$ cat src/rtl/elevator_controller_n.sv
// N-floor SCAN elevator controller: latches calls, travels floor by floor, dwells with door open.
// Optional emergency stop input is compiled in when ELEV_ESTOP_EN is defined.
module elevator_controller_n #(
    parameter int NUM_FLOORS    = 4,
    parameter int TRAVEL_CYCLES = 4,
    parameter int DOOR_CYCLES   = 3,
    localparam int FLOOR_W      = $clog2(NUM_FLOORS)
) (
    input  logic                  clk,
    input  logic                  rst,
    input  logic [NUM_FLOORS-1:0] req,
`ifdef ELEV_ESTOP_EN
    input  logic                  estop,
`endif
    output logic [FLOOR_W-1:0]    floor,
    output logic                  moving,
    output logic                  dir_up,
    output logic                  door_open,
    output logic [NUM_FLOORS-1:0] pending,
    output logic [1:0]            state_dbg
);

    localparam int TW = (TRAVEL_CYCLES > 1) ? $clog2(TRAVEL_CYCLES) : 1;
    localparam int DW = (DOOR_CYCLES > 1) ? $clog2(DOOR_CYCLES) : 1;

    typedef enum logic [1:0] {
        IDLE = 2'd0,
        MOVE = 2'd1,
        DOOR = 2'd2
    } state_t;

    state_t                  state_q;
    logic [FLOOR_W-1:0]      floor_q;
    logic                    moving_q;
    logic                    dir_up_q;
    logic                    door_open_q;
    logic [NUM_FLOORS-1:0]   pending_q;
    logic [NUM_FLOORS-1:0]   pending_d;
    logic [TW-1:0]           travel_q;
    logic [DW-1:0]           door_q;

    logic                    halt;
    logic                    any_above;
    logic                    any_below;
    logic [FLOOR_W-1:0]      step_floor;
    logic                    arrive;
    logic                    stop_here;
    logic                    same_floor;

`ifdef ELEV_ESTOP_EN
    assign halt = estop;
`else
    assign halt = 1'b0;
`endif

    always_comb begin
        any_above = 1'b0;
        any_below = 1'b0;
        for (int i = 0; i < NUM_FLOORS; i++) begin
            if (i > int'(floor_q)) any_above = any_above | pending_q[i];
            if (i < int'(floor_q)) any_below = any_below | pending_q[i];
        end
        step_floor = dir_up_q ? floor_q + FLOOR_W'(1) : floor_q - FLOOR_W'(1);
        arrive     = (state_q == MOVE) && !halt && (travel_q == TW'(TRAVEL_CYCLES - 1));
        stop_here  = pending_q[step_floor] | req[step_floor];
        same_floor = req[floor_q] | pending_q[floor_q];

        // A call at the floor the cab is parked at is answered by the door, never latched.
        pending_d = pending_q | req;
        if (state_q != MOVE) pending_d[floor_q] = pending_q[floor_q];
        if (state_q == IDLE && same_floor) pending_d[floor_q] = 1'b0;
        if (arrive && stop_here) pending_d[step_floor] = 1'b0;
    end

    always_ff @(posedge clk or posedge rst) begin
        if (rst) begin
            state_q     <= IDLE;
            floor_q     <= '0;
            moving_q    <= 1'b0;
            dir_up_q    <= 1'b1;
            door_open_q <= 1'b0;
            pending_q   <= '0;
            travel_q    <= '0;
            door_q      <= '0;
        end else begin
            pending_q <= pending_d;
            case (state_q)
                IDLE: begin
                    if (same_floor) begin
                        state_q     <= DOOR;
                        door_open_q <= 1'b1;
                        door_q      <= '0;
                    end else if (!halt && pending_q != '0) begin
                        // Keep heading the same way while calls remain ahead, otherwise reverse.
                        dir_up_q <= dir_up_q ? any_above : !any_below;
                        state_q  <= MOVE;
                        moving_q <= 1'b1;
                        travel_q <= '0;
                    end
                end
                MOVE: begin
                    if (halt) begin
                        moving_q <= 1'b0;
                    end else if (travel_q == TW'(TRAVEL_CYCLES - 1)) begin
                        floor_q <= step_floor;
                        if (stop_here) begin
                            state_q     <= DOOR;
                            moving_q    <= 1'b0;
                            door_open_q <= 1'b1;
                            door_q      <= '0;
                        end else begin
                            moving_q <= 1'b1;
                            travel_q <= '0;
                        end
                    end else begin
                        moving_q <= 1'b1;
                        travel_q <= travel_q + TW'(1);
                    end
                end
                DOOR: begin
                    if (!halt) begin
                        if (req[floor_q]) begin
                            door_q <= '0;
                        end else if (door_q == DW'(DOOR_CYCLES - 1)) begin
                            state_q     <= IDLE;
                            door_open_q <= 1'b0;
                        end else begin
                            door_q <= door_q + DW'(1);
                        end
                    end
                end
                default: state_q <= IDLE;
            endcase
        end
    end

    assign floor     = floor_q;
    assign moving    = moving_q;
    assign dir_up    = dir_up_q;
    assign door_open = door_open_q;
    assign pending   = pending_q;
    assign state_dbg = state_q;

    assert property (@(posedge clk) disable iff (rst) !(moving_q && door_open_q));
    assert property (@(posedge clk) disable iff (rst)
        arrive |-> (dir_up_q ? (floor_q != FLOOR_W'(NUM_FLOORS - 1)) : (floor_q != '0)));

endmodule

$ cat config.mk
export PLATFORM = sky130hd
export DESIGN_NAME = elevator_controller_n
export DESIGN_NICKNAME = d
export VERILOG_FILES = /design/src/rtl/elevator_controller_n.sv
export SDC_FILE = /design/constraint.sdc
export NUM_CORES = 1
export LEC_CHECK = 0
export ABC_CLOCK_PERIOD_IN_PS = 4700
export CAP_MARGIN = 20
export CORE_MARGIN = 3
export CORE_UTILIZATION = 56
export DETAILED_ROUTE_END_ITERATION = 8
export PLACE_DENSITY = 0.83
export SETUP_SLACK_MARGIN = 0.5
export SLEW_MARGIN = 20
export SYNTH_ARGS = -nofsm -noshare
export SYNTH_HDL_FRONTEND = slang
export SYNTH_SLANG_ARGS = --single-unit
$ cat constraint.sdc
create_clock -name clk -period 4.7 [get_ports clk]
set_input_delay 0.705 -clock clk [delete_from_list [all_inputs] [get_ports clk]]
set_output_delay 0.705 -clock clk [all_outputs]
set_load 0.02 [all_outputs]
==> results.yml, run 1 <==
logic_synthesis:
  synth-seq-area-share_pct: 36.5
  synth_top_area_share_pct: 33.9
  ys.warnings.count: 0
  synth_cell_types: 38
  syn_avg_cell_area_sq_um: 9.93
  synth_area_leaders: "dfrtp_1 (34%), ha_1 (9.7%), mux4_2 (6.5%), a21oi_1 (6.3%), inv_1 (3.6%)"
  synth_edf_count: 0
  yosys.area.top_type: "dfrtp_1"
  synth_top_flop_cell: "dfrtp_1"
  ys_ff_latch: 15
  synth_nets: 118
  async_reset_ff_share_pct: 100
  synth_area_sq_um: 1030
  netlist_instances: 104
global_route:
  grt.overflow.total: 0
  grt_antenna_before_repair: 0
  grt_max_degree: 16
  grt_pass1_vias: 889
  grt_pass1_wl_microns: 4110
  grtUsageTotal_pct: 22.0
floorplanning:
  pin_count: 17
  die_area_sq_um: 2390
  fp.dieH_microns: 48.9
  placementRows: 14
  coreArea_sq_um: 1610
  initial_core_util_pct: 64.1
  fp.dieW_microns: 48.9
placement:
  dpl-instance-area_sq_um: 1200
  dp_hpwl_microns: 1810
  portBuffers: 16
  gp_congestion: 0.880
route:
  drt_wl_total_microns: 2410
  dr_total_vias: 894
  ant_nets: 0
  drc: 0
  wl_per_cell_microns: 16.5
  dr.pass1.iters: 4
  viasPerCell: 6.12
  drt_iter0_drc: 20
layout:
  syn_to_final_growth_pct: 19.3
  n_antenna_cell: 0
  multiInputGateArea_sq_um: 599
  regArea_sq_um: 377
  n_fill_cell: 126
  drive_gt1_share_pct: 8.20
  finalNetCount: 137
  final_area_sq_um: 1230
worst_setup_path:
  crit_path_end_kind: "register"
  critPathArrivalTime_ns: 2.76
  path_class: "register to register"
  cp_max_fo: 15
  start_kind: "register"
  worst-endpoint-required_ns: 4.91
flow_run:
  cap_viol_max_count: 0
clocking:
  cts.clk_slew.worst_paths_ns: 0.09
  cts_made_buffers: 3
  cts_setup_buffers: 0
  cts_sinks: 15
  root_buffer: "clkbuf_4"
  cts_buffer_depth: 2
  cts_resized: 0
  h-tree-depth: 1
  worstSkewPairLatency_ns: 0.30
  cts_tree: "built"
  hold_buffers: 0
power:
  irDropWorstVdd_mv: 0.319
  p_leak_nw: 0.525
  cellPowerDensity_nw_per_um2: 480
timing:
  clock_skew_ns: 0.00644
  slew_violations: 0
  fin_tns_setup_ns: 0
  setup_violations: 0
  rsz0062_at_grt: "no"
  timing.final.crit_share_pct: 54.2
  worstMarginPinSlew_ns: 0.790
  slew_headroom_pct: 46.0
  hold_violations: 0
  fmax_mhz: 392
  min_period_ns: 2.55
hold_path:
  hold_path_class: "register to register"
status:
  status: "completed"
==> synthesized netlist by cell type, types with 2 or more instances <==
master,count
a21oi_1,13
a221oi_1,2
dfrtp_1,14
ha_1,8
inv_1,10
mux4_2,3
nand2_1,4
nand3_1,2
nor2_1,7
nor3_1,6
o211ai_1,3
o21ai_0,3
o21ai_1,2
o32a_1,2
xnor2_1,2
==> metal layers <==
metal | GRT usage (%) | vias to the layer above | wire length (microns)
met5 | 0 | - | 0
met4 | 9.95 | 0 | 33
met3 | 3.36 | 4 | 83
met2 | 36.4 | 17 | 1210
met1 | 28.3 | 450 | 1080
li1 | - | 423 | -
==> worst max-delay path, cell delays in order, from the launching register on <==
cell and delay, ns:
dfrtp_1 0.67, inv_1 0.25, ha_1 0.39, xor2_1 0.20
a2111oi_0 0.62, o21ai_0 0.21, o211ai_1 0.13
==> state kept, by name, summed over array words and instances, names as in the netlist <==
signal and cells:
dir_up 1, door_q 2, state_dbg 2, door_open 1, moving 1, floor 2, pending 4, travel_q 2
==> where the power goes <==
group          internal, W  leakage, nW  switching [W]
clock            0.0000317       0.0177      0.0000467
sequential        0.000171        0.174      0.0000606
combinational     0.000140        0.334       0.000141
==> final timing paths <==
| path | to | slack (ns) | cells past startpoint | from |
|---|---|---|---|---|
| worst min-delay path | moving | 0.54 | 1 | moving |
| worst max register to register | travel_q[1] | 2.15 | 6 | floor[0] |
| worst max-delay path | travel_q[1] | 2.15 | 6 | floor[0] |
| worst min register to register | moving | 0.54 | 1 | moving |
| max in group asynchronous | moving | 3.54 | 2 | rst |
| min in group asynchronous | pending[0] | 0.77 | 2 | rst |
==> metrics by stage <==
stage	power [W]	std cells	hold slack (ns)	util, %	setup slack, ns
after floorplan	0.000418	104	0.493	-	2.64
after global placement	0.000507	142	0.483	74.7	2.25
after detailed placement	0.000513	142	0.494	74.7	2.14
after CTS	0.000590	146	0.531	76.4	2.14
after global routing	0.000635	146	0.550	76.4	1.95
final	0.000590	146	0.536	76.4	2.15
==> kinds of logic after synthesis <==
family                   synth area share [%]
AO/OA/AOI/OAI                            21.1
XOR/XNOR                                 2.55
adder cells (fa/ha/maj)                  9.70
buffers and inverters                    5.46
flip-flops                               36.5
multiplexers                             9.09
AND/OR/NAND/NOR                          15.6
==> cell usage in the layout, fill, tap and decap left out, types with 4 or more instances in the layout <==
master            n
clkdlybuf4s50_1  16
dfrtp_1          14
a21oi_1          13
inv_1            10
ha_1              8
nor2_1            7
nor3_1            6
nand2_1           4
==> final cells by class <==
cell class | instances | area share (%)
Clock buffer | 3 | 1.83
Clock inverter | 1 | 0.407
Inverter | 10 | 3.05
Multi-Input combinational cell | 77 | 48.7
Sequential cell | 15 | 30.6
Tap cell | 24 | 2.44
Timing Repair Buffer | 16 | 13.0
(Power assumes the default switching activity.)
==> run 2: changes to the inputs <==
--- a/config.mk
+++ b/config.mk
@@ -5,12 +5,12 @@
 export SDC_FILE = /design/constraint.sdc
 export NUM_CORES = 1
 export LEC_CHECK = 0
-export ABC_CLOCK_PERIOD_IN_PS = 4700
+export ABC_CLOCK_PERIOD_IN_PS = 2200
 export CAP_MARGIN = 20
 export CORE_MARGIN = 3
-export CORE_UTILIZATION = 56
+export CORE_UTILIZATION = 47
 export DETAILED_ROUTE_END_ITERATION = 8
-export PLACE_DENSITY = 0.83
+export PLACE_DENSITY = 0.75
 export SETUP_SLACK_MARGIN = 0.5
 export SLEW_MARGIN = 20
 export SYNTH_ARGS = -nofsm -noshare
==> constraint.sdc (replaced) <==
create_clock -name clk -period 2.2 [get_ports clk]
set_input_delay 0.33 -clock clk [delete_from_list [all_inputs] [get_ports clk]]
set_output_delay 0.33 -clock clk [all_outputs]
set_load 0.02 [all_outputs]
==> run 2 against run 1 <==
Against the previous run: sequential power increased by 120%; first-iteration DRC count is 35% higher; largest power group unchanged; final area increased by 18%; critical path type unchanged; clock-buffer cell count unchanged; critical path depth up 1; clock power up 110%; worst hold slack got worse by 0.16 ns; highest routed layer unchanged; cell count increased by 13%; routed wire length up 22%.
==> results.yml, run 2 (synthesis results as in run 1) <==
route:
  drt_wl_total_microns: 2950
  drc: 0
  viasPerCell: 6.16
  wl_per_cell_microns: 17.9
  drt_iter0_drc: 27
  dr.pass1.iters: 4
  ant_nets: 0
  dr_total_vias: 1016
floorplanning:
  placementRows: 16
  fp.dieH_microns: 52.9
  initial_core_util_pct: 51.1
  fp.dieW_microns: 52.9
  pin_count: 17
  coreArea_sq_um: 2020
  die_area_sq_um: 2790
global_route:
  grt.busiest_layer: "met2"
  grt_use_met1_pct: 28.1
  grt_max_degree: 16
  grtUsageTotal_pct: 23.2
  grt_pass1_vias: 1001
  use_met3_pct: 5.07
  grt_antenna_before_repair: 0
  grt_pass1_wl_microns: 4680
  use_met2_pct: 37.2
  grt.overflow.total: 0
timing:
  hold_violations: 0
  min_period_ns: 1.81
  fin_tns_setup_ns: 0
  worstMarginPinSlew_ns: 0.581
  clock_skew_ns: 0.00924
  fmax_mhz: 554
  timing.final.crit_share_pct: 82.1
  slew_violations: 0
  rsz0062_at_grt: "yes"
  slew_headroom_pct: 61.2
  whs_ns: 0.377
  setup_violations: 0
power:
  clkPwrFrac_pct: 11.4
  pwr-share-seq_pct: 34.0
  p_leak_nw: 0.657
  switching_share_pct: 42.3
  irDropWorstVdd_mv: 0.902
  pwr-share-comb_pct: 54.6
  p_switching_w: 0.000619
  cellPowerDensity_nw_per_um2: 1010
  p_int_w: 0.000846
layout:
  multiInputGateArea_sq_um: 659
  n_antenna_cell: 0
  final_area_sq_um: 1460
  final_core_util_pct: 72.0
  largest_register_ffs: 4
  n_fill_cell: 153
  drive_gt1_share_pct: 29.0
  finalNetCount: 153
  final_cell_mix: "a21oi_1 (12), dfrtp_1 (11), buf_4 (11)"
  syn_to_final_growth_pct: 41.1
  regArea_sq_um: 380
  final_common_cell: "a21oi_1"
worst_setup_path:
  cpMaxStageDelayCell: "dfrtp_2"
  crit_family: "flip-flops"
  critPathArrivalTime_ns: 2.00
  crit_path_end_kind: "register"
  cp_slowest_stage_delay_ns: 0.47
  r2r-start: "floor[0]"
  start_kind: "register"
  path_buf_inv: 2
  worst-endpoint-required_ns: 2.40
  cp_max_fo: 5
  startpoint: "floor[0]"
  path_class: "register to register"
  path_cells: "inv_4 > ha_4 > xor2_4 > mux4_2 > buf_4 > nor2_4 > o32a_1"
flow_run:
  cap_viol_max_count: 0
clocking:
  cts_tree: "built"
  cts_made_buffers: 3
  hold_buffers: 0
  h-tree-depth: 1
  cts_buffer_depth: 2
  cts.clk_slew.worst_paths_ns: 0.10
  cts_sinks: 15
  worstSkewPairLatency_ns: 0.30
  root_buffer: "clkbuf_4"
placement:
  portBuffers: 16
  dp_hpwl_microns: 1880
  gp_congestion: 0.922
  dpl-instance-area_sq_um: 1250
hold_path:
  hold_path_class: "input pin to asynchronous set/reset pin"
status:
  status: "completed"
run 2: changes by cell type in the layout (fill, tap and decap cells not counted), sizes merged:
cell           change
buf               +15
clkdlybuf4s50      -9
dlygate4sd2        +7
dlymetal6s2s       +2
clkbuf             +1
run 2: final timing paths:
path	endpoint	slack [ns]	depth (start not counted)
worst max-delay path	door_open	0.39	7
worst min-delay path	state_dbg[1]	0.38	2
worst max register to register	door_open	0.39	7
worst min register to register	moving	0.53	1
max in group asynchronous	floor[1]	1.40	2
min in group clk	moving	0.53	1
run 2: stage by stage:
step | setup WS [ns] | total power, W | instances
finish | 0.395 | 0.00147 | 165
global route | 0.333 | 0.00157 | 165
CTS | 0.425 | 0.00136 | 158
detailed placement | 0.172 | 0.00114 | 147
global placement | 0.204 | 0.00111 | 147
floorplan | 0.410 | 0.000920 | 104
run 2: timing repair:
item	4_1_cts	5_1_grt
gates resized for setup	13	14
gates cloned	0	1
setup buffers	7	6
hold endpoints to repair	0	0
endpoints found under the setup margin	20	15
pin swaps	0	3
run 2: power by group through the flow:
stage	registers, W	clock network (W)	logic [W]
floorplan	0.000523	0	0.000396
detailed placement	0.000505	0	0.000634
global route	0.000514	0.000185	0.000873
global placement	0.000502	0	0.000612
CTS	0.000490	0.000167	0.000702
finish	0.000498	0.000167	0.000800
run 2: layout make-up:
type	count	area share [%]
clock inverters	1	0.344
flip-flops and latches	15	26.1
well taps	27	2.32
repair buffers	32	21.5
multi-input cells	77	45.3
inverters	10	2.92
clock buffers	3	1.55
run 2: metal layers:
| layer | vias up | routed length (microns) |
|---|---|---|
| met5 | - | 0 |
| met4 | 0 | 123 |
| met3 | 17 | 182 |
| met2 | 56 | 1510 |
| met1 | 480 | 1130 |
| li1 | 463 | - |
